File: src/rtl/sdram_pkg.sv
// Types shared by the SDRAM controller and its line-cache client.
// Burst word 0 is the most significant 16 bits of the 64-bit burst.
package sdram_pkg;

  typedef enum logic [2:0] {
    S_IDLE,
    S_HIT,
    S_FILL_REQ,
    S_FILL_GUARD,
    S_FILL_WAIT,
    S_WR_REQ,
    S_WR_GUARD,
    S_WR_WAIT
  } cache_state_t;

  localparam logic SD_BURST4 = 1'b1;
  localparam int   WORD_W    = 16;
  localparam int   BURST_W   = 64;

  function automatic logic [WORD_W-1:0] burst_word(
    input logic [BURST_W-1:0] line,
    input logic [1:0]         w
  );
    logic [WORD_W-1:0] r;
    unique case (w)
      2'd0: r = line[63:48];
      2'd1: r = line[47:32];
      2'd2: r = line[31:16];
      default: r = line[15:0];
    endcase
    return r;
  endfunction

endpackage

File: src/rtl/sdram_line_store.sv
// Direct-mapped line array: 64-bit data, tag and valid per line.
// Combinational read, burst fill port and byte-merge word write port.
module sdram_line_store
  import sdram_pkg::*;
#(
  parameter int LINE_BITS = 2,
  parameter int TAG_W     = 20
) (
  input  logic                 clk,
  input  logic                 init,
  input  logic                 flush,
  input  logic                 fill_en,
  input  logic [LINE_BITS-1:0] fill_idx,
  input  logic [BURST_W-1:0]   fill_data,
  input  logic [TAG_W-1:0]     fill_tag,
  input  logic                 fill_valid,
  input  logic                 wr_en,
  input  logic [LINE_BITS-1:0] wr_idx,
  input  logic [1:0]           wr_word,
  input  logic [1:0]           wr_be,
  input  logic [WORD_W-1:0]    wr_data,
  input  logic [LINE_BITS-1:0] rd_idx,
  output logic [BURST_W-1:0]   rd_data,
  output logic [TAG_W-1:0]     rd_tag,
  output logic                 rd_valid
);

  localparam int LINES = 1 << LINE_BITS;

  logic [BURST_W-1:0] data [LINES];
  logic [TAG_W-1:0]   tags [LINES];
  logic [LINES-1:0]   valid;

  always_ff @(posedge clk or posedge init) begin
    if (init) begin
      valid <= '0;
    end else begin
      if (flush)
        valid <= '0;
      if (fill_en)
        valid[fill_idx] <= fill_valid;
    end
  end

  always_ff @(posedge clk) begin
    if (fill_en) begin
      data[fill_idx] <= fill_data;
      tags[fill_idx] <= fill_tag;
    end
    if (wr_en) begin
      for (int w = 0; w < 4; w++) begin
        if (wr_word == w[1:0]) begin
          if (wr_be[1])
            data[wr_idx][63-16*w -: 8] <= wr_data[15:8];
          if (wr_be[0])
            data[wr_idx][55-16*w -: 8] <= wr_data[7:0];
        end
      end
    end
  end

  assign rd_data  = data[rd_idx];
  assign rd_tag   = tags[rd_idx];
  assign rd_valid = valid[rd_idx];

endmodule

File: src/rtl/sdram_line_cache.sv
// CPU-side direct-mapped read cache with write-through, driving the
// SDRAM controller request port (burst fills, single-word writes).
module sdram_line_cache
  import sdram_pkg::*;
#(
  parameter int AW        = 25,
  parameter int LINE_BITS = 2,
  parameter int GUARD     = 2
) (
  input  logic              clk,
  input  logic              init,
  input  logic              flush,
  input  logic              cpu_rd,
  input  logic              cpu_wr,
  input  logic [AW-1:0]     cpu_addr,
  input  logic [15:0]       cpu_din,
  input  logic [1:0]        cpu_wtbt,
  output logic [15:0]       cpu_dout,
  output logic              cpu_ack,
  output logic [AW-1:0]     sd_addr,
  output logic [15:0]       sd_din,
  output logic [1:0]        sd_wtbt,
  output logic              sd_rd,
  output logic              sd_we,
  output logic              sd_rd_type,
  input  logic [63:0]       sd_dout,
  input  logic              sd_ready
);

  localparam int TAG_W = AW - 3 - LINE_BITS;
  localparam int CW    = $clog2(GUARD + 2);

  cache_state_t state, state_nx;

  logic                 rd_q, wr_q, rd_req, wr_req;
  logic                 flush_seen;
  logic [CW-1:0]        cnt;
  logic [1:0]           word;
  logic [LINE_BITS-1:0] idx;
  logic [TAG_W-1:0]     tag;
  logic [63:0]          line_data;
  logic [TAG_W-1:0]     line_tag;
  logic                 line_valid, hit;
  logic                 fill_en, wr_en;
  logic [1:0]           wr_be;
  logic [15:0]          wr_data;
  logic                 in_fill;

  assign word    = cpu_addr[2:1];
  assign idx     = cpu_addr[2+LINE_BITS:3];
  assign tag     = cpu_addr[AW-1:3+LINE_BITS];
  assign hit     = line_valid && (line_tag == tag);
  assign in_fill = (state == S_FILL_REQ) || (state == S_FILL_GUARD) ||
                   (state == S_FILL_WAIT);

  assign sd_rd_type = SD_BURST4;

  // Byte write without enables: addr[0] picks the lane (big-endian).
  always_comb begin
    wr_be   = cpu_wtbt;
    wr_data = cpu_din;
    if (cpu_wtbt == 2'b00) begin
      wr_be   = cpu_addr[0] ? 2'b01 : 2'b10;
      wr_data = {cpu_din[7:0], cpu_din[7:0]};
    end
  end

  always_ff @(posedge clk or posedge init) begin
    if (init) begin
      state      <= S_IDLE;
      rd_q       <= 1'b0;
      wr_q       <= 1'b0;
      rd_req     <= 1'b0;
      wr_req     <= 1'b0;
      flush_seen <= 1'b0;
      cnt        <= '0;
    end else begin
      state  <= state_nx;
      rd_q   <= cpu_rd;
      wr_q   <= cpu_wr;
      rd_req <= cpu_rd & ~rd_q;
      wr_req <= cpu_wr & ~wr_q;
      if (state == S_FILL_REQ || state == S_WR_REQ)
        cnt <= CW'(GUARD);
      else if (cnt != '0)
        cnt <= cnt - 1'b1;
      if (state == S_IDLE)
        flush_seen <= 1'b0;
      else if (flush && in_fill)
        flush_seen <= 1'b1;
    end
  end

  always_comb begin
    state_nx = state;
    unique case (state)
      S_IDLE: begin
        if (wr_req)
          state_nx = S_WR_REQ;
        else if (rd_req)
          state_nx = hit ? S_HIT : S_FILL_REQ;
      end
      S_HIT:        state_nx = S_IDLE;
      S_FILL_REQ:   state_nx = S_FILL_GUARD;
      S_FILL_GUARD: if (cnt == '0) state_nx = S_FILL_WAIT;
      S_FILL_WAIT:  if (sd_ready) state_nx = S_IDLE;
      S_WR_REQ:     state_nx = S_WR_GUARD;
      S_WR_GUARD:   if (cnt == '0) state_nx = S_WR_WAIT;
      S_WR_WAIT:    if (sd_ready) state_nx = S_IDLE;
      default:      state_nx = S_IDLE;
    endcase
  end

  always_comb begin
    cpu_dout = '0;
    cpu_ack  = 1'b0;
    sd_addr  = '0;
    sd_din   = '0;
    sd_wtbt  = '0;
    sd_rd    = 1'b0;
    sd_we    = 1'b0;
    fill_en  = 1'b0;
    wr_en    = 1'b0;
    unique case (state)
      S_HIT: begin
        cpu_ack  = 1'b1;
        cpu_dout = burst_word(line_data, word);
      end
      S_FILL_REQ, S_FILL_GUARD, S_FILL_WAIT: begin
        sd_addr = {cpu_addr[AW-1:3], 3'b000};
        sd_rd   = 1'b1;
        if (state == S_FILL_WAIT && sd_ready) begin
          sd_rd    = 1'b0;
          cpu_ack  = 1'b1;
          cpu_dout = burst_word(sd_dout, word);
          fill_en  = 1'b1;
        end
      end
      S_WR_REQ, S_WR_GUARD, S_WR_WAIT: begin
        sd_addr = cpu_addr;
        sd_din  = cpu_din;
        sd_wtbt = cpu_wtbt;
        sd_we   = 1'b1;
        if (state == S_WR_WAIT && sd_ready) begin
          sd_we   = 1'b0;
          cpu_ack = 1'b1;
          wr_en   = hit;
        end
      end
      default: ;
    endcase
  end

  sdram_line_store #(
    .LINE_BITS (LINE_BITS),
    .TAG_W     (TAG_W)
  ) u_store (
    .clk        (clk),
    .init       (init),
    .flush      (flush),
    .fill_en    (fill_en),
    .fill_idx   (idx),
    .fill_data  (sd_dout),
    .fill_tag   (tag),
    .fill_valid (~(flush_seen | flush)),
    .wr_en      (wr_en),
    .wr_idx     (idx),
    .wr_word    (word),
    .wr_be      (wr_be),
    .wr_data    (wr_data),
    .rd_idx     (idx),
    .rd_data    (line_data),
    .rd_tag     (line_tag),
    .rd_valid   (line_valid)
  );

endmodule
File: config.mk
export PLATFORM = sky130hd
export DESIGN_NAME = sdram_line_cache
export DESIGN_NICKNAME = d
export VERILOG_FILES = /design/src/rtl/sdram_pkg.sv /design/src/rtl/sdram_line_store.sv /design/src/rtl/sdram_line_cache.sv
export SDC_FILE = /design/constraint.sdc
export NUM_CORES = 1
export LEC_CHECK = 0
export BUFFER_PORTS_ARGS = -buffer_cell sky130_fd_sc_hd__buf_4
export CAP_MARGIN = 20
export CORE_MARGIN = 1.5
export CORE_UTILIZATION = 50
export DETAILED_ROUTE_END_ITERATION = 10
export PLACE_DENSITY = 0.7
export RECOVER_POWER = 50
export SYNTH_ARGS = -nofsm -noshare
export SYNTH_HDL_FRONTEND = slang
export SYNTH_SLANG_ARGS = --single-unit
File: constraint.sdc
create_clock -name clk -period 8.77 [get_ports clk]
set_input_delay 1.3155 -clock clk [delete_from_list [all_inputs] [get_ports clk]]
set_output_delay 1.3155 -clock clk [all_outputs]
set_load 0.005 [all_outputs]
Yosys cells after proc, flatten, opt, wreduce, memory -nomap -nowiden

Memories as Yosys holds them, arrays and structs flattened.
Index checks and enable logic that the tools add are counted.

Memories kept: 2
Word-level logic and storage cells: 135
Output and inout port bits: 63
Input bits: 113
Flip-flop bits (word level): 14
RAM bits: 336

Memory list:

| name         | words | width | read ports | clocked after memory_dff | wr ports | line                   | RTL |
|---|---|---|---|---|---|---|---|
| u_store.data | 4     | 64    | 1          | 0                        | 1        | sdram_line_store.sv:30 | `logic [BURST_W-1:0] data [LINES];` |
| u_store.tags | 4     | 20    | 1          | 0                        | 1        | sdram_line_store.sv:31 | `logic [TAG_W-1:0] tags [LINES];` |

Bitwise operators: 14
Add/sub/neg operators: 1
Order comparisons: 2
Equality and inequality tests: 15
Mux-type cells: 74
Reduce and logical (&&, ||, !) cells: 19

Operators with widths:

| operator           | count |
|---|---|
| $pmux 16 s3        | 2 |
| $mux 8             | 8 |
| $pmux 25 s2        | 1 |
| $mux 16            | 3 |
| $mux 1             | 41 |
| $pmux 16 s2        | 1 |
| $pmux 3 s7         | 1 |
| $eq 20x20->1       | 1 |
| $mux 3             | 5 |
| $eq 3x3->1 const B | 4 |
| $mux 2             | 6 |
| $or 1x1->1         | 9 |
| $mux 4             | 2 |
| $eq 3x2->1 const B | 2 |
| $logic_not 2->1    | 3 |
| $reduce_bool 2->1  | 3 |
| $reduce_or 3->1    | 2 |
| $logic_and 1x1->1  | 5 |
| $bwmux 4           | 1 |
| $eq 2x2->1 const B | 2 |
| $ne 2x1->1 const B | 2 |
| $reduce_and 4->1   | 1 |
| $eq 3x1->1 const B | 1 |
| $logic_not 3->1    | 1 |
| other kinds (13)   | 18 |

Longest topological paths before layout

Gate-level depths: netlist of run 1.

Depth in word-level cells: 8
Depth in mapped cells: 12
Mapped depth without buffers: 6

By module

Synthesis of run 1 repeated with hierarchy kept, for this count alone.

Cell total of the unflattened synthesis: 1047
Area total of the unflattened synthesis: 17989.8 µm²

By module, submodules not included:

| module           | cells each | area each (µm²) | sequential area each (µm²) | times used |
|---|---|---|---|---|
| sdram_line_store | 831        | 15786.4         | 10189.8                    | 1 |
| sdram_line_cache | 216        | 2203.4          | 250.2                      | 1 |

Worst setup path before layout of run 1

No wires, ideal clock.

Kind: input to output
From: input cpu_addr[3]
To: output cpu_dout[10]
Path slack: 3975 ps
Required time: 7455 ps
Path buffers: 6
Arrival time: 3479 ps
Stages: 10
Cell sequence: buf_6 buf_12 buf_8 buf_2 buf_4 buf_4 mux4_2 mux4_2 nand3_1 o21ai_0

Longest elaborated chain between the ends: 3

Ends and longest elaborated chain:

| what               | line                    | RTL |
|---|---|---|
| start: declaration | sdram_line_cache.sv:15  | `input logic [AW-1:0] cpu_addr,` |
| $mem_v2 4x64       | --                      |  |
| $pmux 16 s3        | sdram_pkg.sv:25         | `unique case (w)` |
| $pmux 16 s2        | sdram_line_cache.sv:124 | `unique case (state)` |
| end: declaration   | sdram_line_cache.sv:18  | `output logic [15:0] cpu_dout,` |

No other way between the ends.

Worst setup path in the final report of run 1

From: input cpu_addr[4]
To: output cpu_dout[8]

Same word-level chain as after synthesis.

==> results of run 1 <==
[per-layer routing]
metal  vias up  wire (um)
li1       3964          -
met1      4655      16100
met2       466      18000
met3        70       3580
met4         0       1070
met5         -          0
[final cells by class]
| type | count | area (um^2) |
|---|---|---|
| Clock buffer | 45 | 976 |
| Multi-Input combinational cell | 458 | 5030 |
| Tap cell | 402 | 503 |
| Inverter | 25 | 93.8 |
| Timing Repair Buffer | 201 | 1360 |
| Clock inverter | 16 | 82.6 |
| Fill cell | 2348 | 13000 |
| Sequential cell | 350 | 10400 |
[layout by cell type (no fill, tap or decap), types with 17 or more instances in the layout]
cell type and instances:
sky130_fd_sc_hd__nand3_1 24, sky130_fd_sc_hd__a21oi_1 38, sky130_fd_sc_hd__o21ai_0 24, sky130_fd_sc_hd__clkbuf_4 28, sky130_fd_sc_hd__nor2b_1 26, sky130_fd_sc_hd__mux2i_1 24, sky130_fd_sc_hd__edfxtp_1 336, sky130_fd_sc_hd__buf_4 130
sky130_fd_sc_hd__clkbuf_16 37, sky130_fd_sc_hd__inv_1 25, sky130_fd_sc_hd__nor2_1 20, sky130_fd_sc_hd__mux4_2 99, sky130_fd_sc_hd__mux2_2 66, sky130_fd_sc_hd__clkbuf_1 48, sky130_fd_sc_hd__and2_0 17
[cells by family (layout without fill, tap and decap cells)]
kind of cell	after synthesis	after routing	share of synthesized area (%)
xor+xnor	16	16	0.880
other cells	1	1	0.0236
fa+ha+maj	1	1	0.0786
simple gates	142	142	5.12
compound gates	95	95	3.69
mux	203	203	21.9
flops	350	350	65.6
buf+inv	87	287	2.72
[state kept, by name, indices dropped and copies added (netlist names), 2 cells and up]
signal         count
u_store.data     256
u_store.tags      80
u_store.valid      4
state              3
cnt                2
[how the worst min path moves through the flow]
stage	slack, ns	cells past startpoint	start	end
after detailed placement	0.39	1	wr_q	wr_req
after global routing	0.42	1	wr_q	wr_req
final	0.39	1	wr_q	wr_req
after CTS	0.40	1	wr_q	wr_req
after global placement	0.39	1	wr_q	wr_req
after floorplan	0.38	1	rd_q	rd_req
[through the flow]
| step | cell area, um^2 | hold WS [ns] | worst slack (ns) |
|---|---|---|---|
| final | 18500 | 0.392 | 1.79 |
| after global routing | 18500 | 0.419 | 1.48 |
| after CTS | 18700 | 0.397 | 3.02 |
| after detailed placement | 17600 | 0.389 | 2.83 |
| after global placement | 17600 | 0.388 | 2.92 |
| after floorplan | 15900 | 0.378 | 3.98 |
[where the power goes]
| part | switching, uW | leakage [uW] | internal [uW] |
|---|---|---|---|
| clock network | 604 | 0.000507 | 786 |
| logic | 329 | 0.00250 | 278 |
| registers | 30.6 | 0.00319 | 1880 |
[worst register-to-register path: cells and delay by family (launching register included)]
kind	cells	cell delay, ns
AND/OR/NAND/NOR	2	1.13
XOR/XNOR	1	0.17
multiplexers	1	0.53
flip-flops	1	0.35
AO/OA/AOI/OAI	2	1.13
==> qor.yml, run 1 <==
yosys:
  netlist.area_leader.share_pct: 63.4
  synth.cells.most_frequent: "336 x sky130_fd_sc_hd__edfxtp_1, 99 x sky130_fd_sc_hd__mux4_2, 66 x sky130_fd_sc_hd__mux2_2, 38 x sky130_fd_sc_hd__a21oi_1, 30 x sky130_fd_sc_hd__clkbuf_1"
  synth_cell_type_count: 57
  synth-edff-count: 336
  ys_dominant_reg_cell: "sky130_fd_sc_hd__edfxtp_1"
  gate_count_of_the_mapped_netlist: 895
  synth_largest_area_cell: "sky130_fd_sc_hd__edfxtp_1"
  yosys_warnings: 0
  avgSynthCellArea_um2: 17.8
  ys_ff_latch: 350
  ys_async_sr_fraction_pct: 4.00
  synth_nets: 1009
  yosysMostFrequentCell: "sky130_fd_sc_hd__edfxtp_1"
  ys_seq_area_share_pct: 65.6
  synth_area_um2: 15900
  post_synth_main_area_contributors: "sky130_fd_sc_hd__edfxtp_1 63%, sky130_fd_sc_hd__mux4_2 14%, sky130_fd_sc_hd__mux2_2 4.7%"
worst_setup_path:
  capturing_instance_or_port_of_the_critical_path: "cpu_dout[8]"
  rr_endpoint: "u_store.data[2][49]"
  cp.arrival_ns: 5.66
  r2r_slack_ns: 5.08
  delay_of_the_slowest_cell_on_the_worst_path_ns: 2.25
  path_cells: "buf_4, clkbuf_1, mux4_2, mux4_2, nand3_1, o21ai_0, buf_4"
  worstSetupStartpoint: "cpu_addr[4]"
  req_time_crit_path_ns: 7.45
  critPathMaxFanout: 53
  endpoint_kind: "primary output"
  reg2reg_from: "u_store.tags[1][19]"
  critical_path_buf_inv_count: 3
  crit_path_start_kind: "input pin"
  criticalPathCategory: "in -> out"
  critical-path-slowest-cell: "sky130_fd_sc_hd__clkbuf_1"
  path_depth: 7
  rr_worst_depth: 6
  cp_top_family: "buffers and inverters"
run_status:
  violated_checks: "capacitance limit, slew limit"
  result_of_the_run: "complete, but fails checks"
floorplanning:
  floorplan.io_pins: 176
  fp-row-count: 65
  die_h_um: 181
  die_width_um: 181
  design.die.area_um2: 32900
  initial_core_util_pct: 50.6
  fp.coreArea_um2: 31500
grt:
  globalRouteMet1Util_pct: 34.6
  groute.layer.met3.usage_pct: 5.44
  gr-max-usage-layer: "met2"
  wire_length_of_the_first_global_routing_pass_um: 57700
  pin_count_of_the_biggest_net_entering_global_routing: 63
  all_layer_gr_usage_pct: 24.0
  grt.met2_usage_pct: 37.1
  remaining_overflow_grt: 0
  first_global_vias: 9170
  number_of_antenna_violations_at_the_first_check_in_global_routing: 0
placed_design:
  port-buffer-count: 174
  post_dp_hpwl_um: 25200
  place_congestion: 0.770
  dp_cells: 1434
clocking:
  cts_root_buffer: "sky130_fd_sc_hd__clkbuf_16"
  cts.clk_slew.worst_paths_ns: 0.06
  ctsHoldBuffers: 0
  clkLatencyLatePin_ns: 0.53
  clock_sink_count: 350
  clockBufferDepth: 3
  tritoncts: "yes"
  h-tree-depth: 2
  cts_inserted_buffers: 36
  post_cts_buffers: 0
  post_cts.resized_instances: 0
sta:
  layout_min_cycle_time_ns: 6.98
  worst_slew_pin_slew_ns: 3.14
  fin_skew_ns: 0.0296
  grt_setup_unrepaired: "false"
  layout_worst_path_cycle_share_pct: 79.6
  slew_violations: 82
  finalSetupViolations: 0
  finalSetupTns_ns: 0
  max_clock_freq_ghz: 0.143
  timing_hold_violations_final: 0
  timing.max_slew.rel_slack_pct: -109
detailed_routing:
  detail_route.wl_per_cell_um: 25.8
  detailedRoute.firstIterationViolations: 923
  routed_wl_um: 38700
  count_of_vias_placed_by_the_detailed_router: 9155
  route.detailed.drc: 0
  firstDrtPassIters: 5
  ant_nets: 0
  avgViaCountPerCell: 6.12
finish:
  finalNonFillerCells: 1497
  antennaDiodeCount: 0
  final_util_pct: 58.7
  nNetsFinal: 1186
  drive_above_1_share_pct: 34.6
  area_growth_syn_to_layout_pct: 16.1
run:
  max-cap-violations: 2
power_and_ir_drop:
  totalPowerFinal_uw: 3910
  total_leakage_power_uw: 0.00620
  power_per_cell_area_nw_per_um2: 211
  vdd_drop_max_v: 0.000125
min_path:
  worst_hold_path_type: "reg -> reg"
(Power assumes the default switching activity.)
==> run 2, diff against run 1 <==
--- a/config.mk
+++ b/config.mk
@@ -5,12 +5,13 @@
 export SDC_FILE = /design/constraint.sdc
 export NUM_CORES = 1
 export LEC_CHECK = 0
+export ABC_AREA = 1
 export BUFFER_PORTS_ARGS = -buffer_cell sky130_fd_sc_hd__buf_4
 export CAP_MARGIN = 20
 export CORE_MARGIN = 1.5
 export CORE_UTILIZATION = 50
 export DETAILED_ROUTE_END_ITERATION = 10
-export PLACE_DENSITY = 0.7
+export PLACE_DENSITY = 0.73
 export RECOVER_POWER = 50
 export SYNTH_ARGS = -nofsm -noshare
 export SYNTH_HDL_FRONTEND = slang
==> constraint.sdc (replaced) <==
create_clock -name clk -period 6.4 [get_ports clk]
set_input_delay 0.96 -clock clk [delete_from_list [all_inputs] [get_ports clk]]
set_output_delay 0.96 -clock clk [all_outputs]
set_load 0.005 [all_outputs]
==> run 2 against run 1 <==
Effect of this change: the flow still finishes with violations (capacitance limit, slew limit); worst hold slack improved by 0.0065 ns; die area decreased by 1.1%; synthesized cell count increased by 64%; count of clock-buffer cells in the layout decreased by 2; clock skew decreased by 0.0094 ns; combinational power increased by 60%.
==> qor.yml, run 2 <==
run_status:
  result_of_the_run: "complete, but fails checks"  # unchanged
  violated_checks: "capacitance limit, slew limit"  # unchanged
yosys:
  synthesized_area_fraction_occupied_by_ao_oa_aoi_and_oai_cells_pct: 10.4  # was 3.69%
  synth.cells.most_frequent: "507 x sky130_fd_sc_hd__nand2_1, 336 x sky130_fd_sc_hd__edfxtp_1, 79 x sky130_fd_sc_hd__nand4_1, 76 x sky130_fd_sc_hd__nor2_1, 66 x sky130_fd_sc_hd__a22oi_1"  # was 336 x sky130_fd_sc_hd__edfxtp_1, 99 x sky130_fd_sc_hd__mux4_2, 66 x sky130_fd_sc_hd__mux2_2, 38 x sky130_fd_sc_hd__a21oi_1, 30 x sky130_fd_sc_hd__clkbuf_1
  ys_async_sr_fraction_pct: 4.00  # unchanged
  ys_ff_latch: 350  # unchanged
  ys_seq_area_share_pct: 66.3  # was 65.6%
  dominant_combinational_cell_family_by_area_after_synthesis: "simple AND/OR/NAND/NOR gates"  # was multiplexers
  gate_count_of_the_mapped_netlist: 1469  # was 895
  yosys_warnings: 0  # unchanged
  post_synth_main_area_contributors: "sky130_fd_sc_hd__edfxtp_1 64%, sky130_fd_sc_hd__nand2_1 12%, sky130_fd_sc_hd__a22oi_1 3.1%"  # was sky130_fd_sc_hd__edfxtp_1 63%, sky130_fd_sc_hd__mux4_2 14%, sky130_fd_sc_hd__mux2_2 4.7%
  synth_adder_area_share_pct: 0.0795  # was 0.0786%
  synth-edff-count: 336  # unchanged
  avgSynthCellArea_um2: 10.7  # was 17.8 um^2
  ys_dominant_reg_cell: "sky130_fd_sc_hd__edfxtp_1"  # unchanged
  synth_nets: 1583  # was 1009
  synth_cell_type_count: 36  # was 57
  synth_largest_area_cell: "sky130_fd_sc_hd__edfxtp_1"  # unchanged
  synth_area_um2: 15700  # was 15900 um^2
  post_synth_and_or_nand_nor_area_fraction_pct: 18.4  # was 5.12%
  synth.mux.area_fraction_pct: 0.254  # was 21.9%
  netlist.area_leader.share_pct: 64.1  # was 63.4%
  yosysMostFrequentCell: "sky130_fd_sc_hd__nand2_1"  # was sky130_fd_sc_hd__edfxtp_1
  synth_xor_xnor_area_share_pct: 0  # was 0.880%
floorplanning:
  fp-row-count: 64  # was 65
  fp.coreArea_um2: 30700  # was 31500 um^2
  design.die.area_um2: 32600  # was 32900 um^2
  die_h_um: 180  # was 181 um
  floorplan.io_pins: 176  # unchanged
  initial_core_util_pct: 51.2  # was 50.6%
  die_width_um: 180  # was 181 um
worst_setup_path:
  rr_endpoint: "u_store.data[1][54]"  # was u_store.data[2][49]
  crit_path_start_kind: "input pin"  # unchanged
  critical_path_buf_inv_count: 5  # was 3
  critPathMaxFanout: 22  # was 53
  critical-path-slowest-cell: "sky130_fd_sc_hd__nor2_1"  # was sky130_fd_sc_hd__clkbuf_1
  cp.arrival_ns: 4.36  # was 5.66 ns
  criticalPathCategory: "in -> out"  # unchanged
  r2r_slack_ns: 2.93  # was 5.08 ns
  delay_of_the_slowest_cell_on_the_worst_path_ns: 0.86  # was 2.25 ns
  req_time_crit_path_ns: 5.44  # was 7.45 ns
  path_cells: "buf_4, inv_2, nor2_1, clkinv_1, buf_4, o22ai_1, o21ai_0, o311ai_0, o21ai_0, buf_4"  # was buf_4, clkbuf_1, mux4_2, mux4_2, nand3_1, o21ai_0, buf_4
  worst_path_most_repeated_cell: "sky130_fd_sc_hd__buf_4"
  rr_worst_depth: 13  # was 6
  cp_top_family: "buffers and inverters"  # unchanged
  reg2reg_from: "u_store.tags[0][6]"  # was u_store.tags[1][19]
  endpoint_kind: "primary output"  # unchanged
detailed_routing:
  avgViaCountPerCell: 6.12  # about the same
  routed_wl_um: 46400  # was 38700 um
  count_of_vias_placed_by_the_detailed_router: 12400  # was 9155
  firstDrtPassIters: 6  # was 5
  route.detailed.drc: 0  # unchanged
  detail_route.wl_per_cell_um: 22.8  # was 25.8 um
  detailedRoute.firstIterationViolations: 1644  # was 923
  ant_nets: 0  # unchanged
power_and_ir_drop:
  total_leakage_power_uw: 0.00710  # was 0.00620 uW
  power_per_cell_area_nw_per_um2: 310  # was 211 nW/um^2
  totalPowerFinal_uw: 5680  # was 3910 uW
  vdd_drop_max_v: 0.000153  # was 0.000125 V
finish:
  area_growth_syn_to_layout_pct: 16.4  # was 16.1%
  final_cell_mix: "507 x sky130_fd_sc_hd__nand2_1, 336 x sky130_fd_sc_hd__edfxtp_1, 121 x sky130_fd_sc_hd__buf_4"  # was 336 x sky130_fd_sc_hd__edfxtp_1, 130 x sky130_fd_sc_hd__buf_4, 99 x sky130_fd_sc_hd__mux4_2
  layout_top_registers: "u_store.data (256), u_store.tags (80), u_store.valid (4)"  # unchanged
  drive_above_1_share_pct: 14.2  # was 34.6%
  multi_input_area_um2: 4610  # was 5030 um^2
  largest_register_ff_count: 256  # unchanged
  largest_register: "u_store.data"  # unchanged
  fillCellCount: 2507  # was 2348
  nNetsFinal: 1727  # was 1186
  mostFrequentLayoutCell: "sky130_fd_sc_hd__nand2_1"  # was sky130_fd_sc_hd__edfxtp_1
  register_area_um2: 10400  # unchanged
clocking:
  post_cts_buffers: 0  # unchanged
  clockBufferDepth: 3  # unchanged
  cts.clk_slew.worst_paths_ns: 0.07  # was 0.06 ns
  ctsHoldBuffers: 0  # unchanged
  clkLatencyLatePin_ns: 0.52  # was 0.53 ns
  cts_inserted_buffers: 35  # was 36
  h-tree-depth: 2  # unchanged
  cts_root_buffer: "sky130_fd_sc_hd__clkbuf_16"  # unchanged
  clock_sink_count: 350  # unchanged
  tritoncts: "yes"  # unchanged
  post_cts.resized_instances: 0  # unchanged
grt:
  pin_count_of_the_biggest_net_entering_global_routing: 65  # was 63
  first_global_vias: 11500  # was 9170
  wire_length_of_the_first_global_routing_pass_um: 68600  # was 57700 um
  number_of_antenna_violations_at_the_first_check_in_global_routing: 1  # was 0
  remaining_overflow_grt: 0  # unchanged
  all_layer_gr_usage_pct: 27.9  # was 24.0%
sta:
  slew_violations: 23  # was 82
  max_clock_freq_ghz: 0.188
  finalSetupViolations: 0  # unchanged
  finalSetupTns_ns: 0  # unchanged
  layout_min_cycle_time_ns: 5.32
  timing.max_slew.rel_slack_pct: -92.4  # was -109%
  fin_skew_ns: 0.0202  # was 0.0296 ns
  timing_hold_violations_final: 0  # unchanged
  layout_worst_path_cycle_share_pct: 83.2
  grt_setup_unrepaired: "false"  # unchanged
  worst_slew_pin_slew_ns: 2.86  # was 3.14 ns
min_path:
  holdPathStages: 1  # unchanged
  hp-start: "rd_q"  # was wr_q
  worstHoldEndpoint: "rd_req"  # was wr_req
  worst_hold_path_type: "reg -> reg"  # unchanged
run:
  max-cap-violations: 1  # was 2
placed_design:
  place_congestion: 0.969  # was 0.770
  port-buffer-count: 174  # unchanged
  post_dp_hpwl_um: 32300  # was 25200 um
==> run 2: changes by cell type in the layout (fill, tap and decap cells not counted), sizes merged, moves of 22 or more <==
cell and delta:
mux4 -105, and2 -23, nor2b -26, o22ai +30
a21oi +22, mux2 -74, nor2 +54, a22oi +64
nand4 +69, o21ai +26, nand2 +500, inv +43
==> run 2: per-stage QoR <==
step / instance area, um^2 / util [%] / cells / hold slack [ns] / worst slack [ns]
6_report: 18300 / 59.6 / 2033 / 0.398 / 1.08
4_1_cts: 18400 / 60.0 / 2031 / 0.397 / 1.58
3_5_place_dp: 17300 / 56.3 / 1971 / 0.386 / 1.10
2_1_floorplan: 15700 / - / 1469 / 0.376 / 3.00
3_3_place_gp: 17300 / 56.3 / 1971 / 0.387 / 1.31
5_1_grt: 18300 / 59.6 / 2032 / 0.425 / 0.746
==> run 2: cell families (layout without fill, tap and decap cells) <==
kind of cell | count (synthesis) | count (layout)
DFF | 350 | 350
adders and majority gates | 1 | 1
AOI/OAI and AO/OA | 254 | 254
and+or+nand+nor | 698 | 698
buffers and inverters | 161 | 328
muxes | 4 | 4
other | 1 | 2
==> run 2: where the power goes <==
group / leakage (uW) / switching, uW / internal, uW
Sequential: 0.00320 / 39.8 / 2620
Clock: 0.000555 / 861 / 1190
Combinational: 0.00334 / 615 / 355
==> run 2: worst max-delay path by stage <==
| stage | startpoint | end | cells after the start |
|---|---|---|---|
| after floorplan | cpu_addr[4] | cpu_dout[5] | 8 |
| after global placement | cpu_addr[3] | u_store.data[3][62] | 11 |
| after detailed placement | cpu_addr[3] | u_store.data[0][22] | 11 |
| after CTS | cpu_addr[3] | u_store.data[0][22] | 11 |
| after global routing | cpu_addr[4] | cpu_dout[11] | 10 |
| final | cpu_addr[4] | cpu_dout[11] | 10 |
==> run 2: worst reg2reg max path, delay by kind of cell, from the launching register on <==
family,cells,cell delay [ns]
AND/OR/NAND/NOR,12,1.92
AO/OA/AOI/OAI,1,0.82
flip-flops,1,0.36
==> run 2: metal layers <==
| metal | global-route usage [%] | part of all wire [%] |
|---|---|---|
| met1 | 38.6 | 38 |
| met2 | 43.9 | 46 |
| met3 | 5.36 | 12 |
| met4 | 11.0 | 3.9 |
| met5 | 0 | 0.019 |
==> run 2: cell type report <==
type | instances | area share, %
clock buffers | 43 | 5.18
inverters | 73 | 1.50
repair buffers | 195 | 7.44
well taps | 396 | 2.70
diodes | 1 | 0.0137
multi-input cells | 958 | 25.1
flip-flops and latches | 350 | 57.0
clock inverters | 17 | 1.03
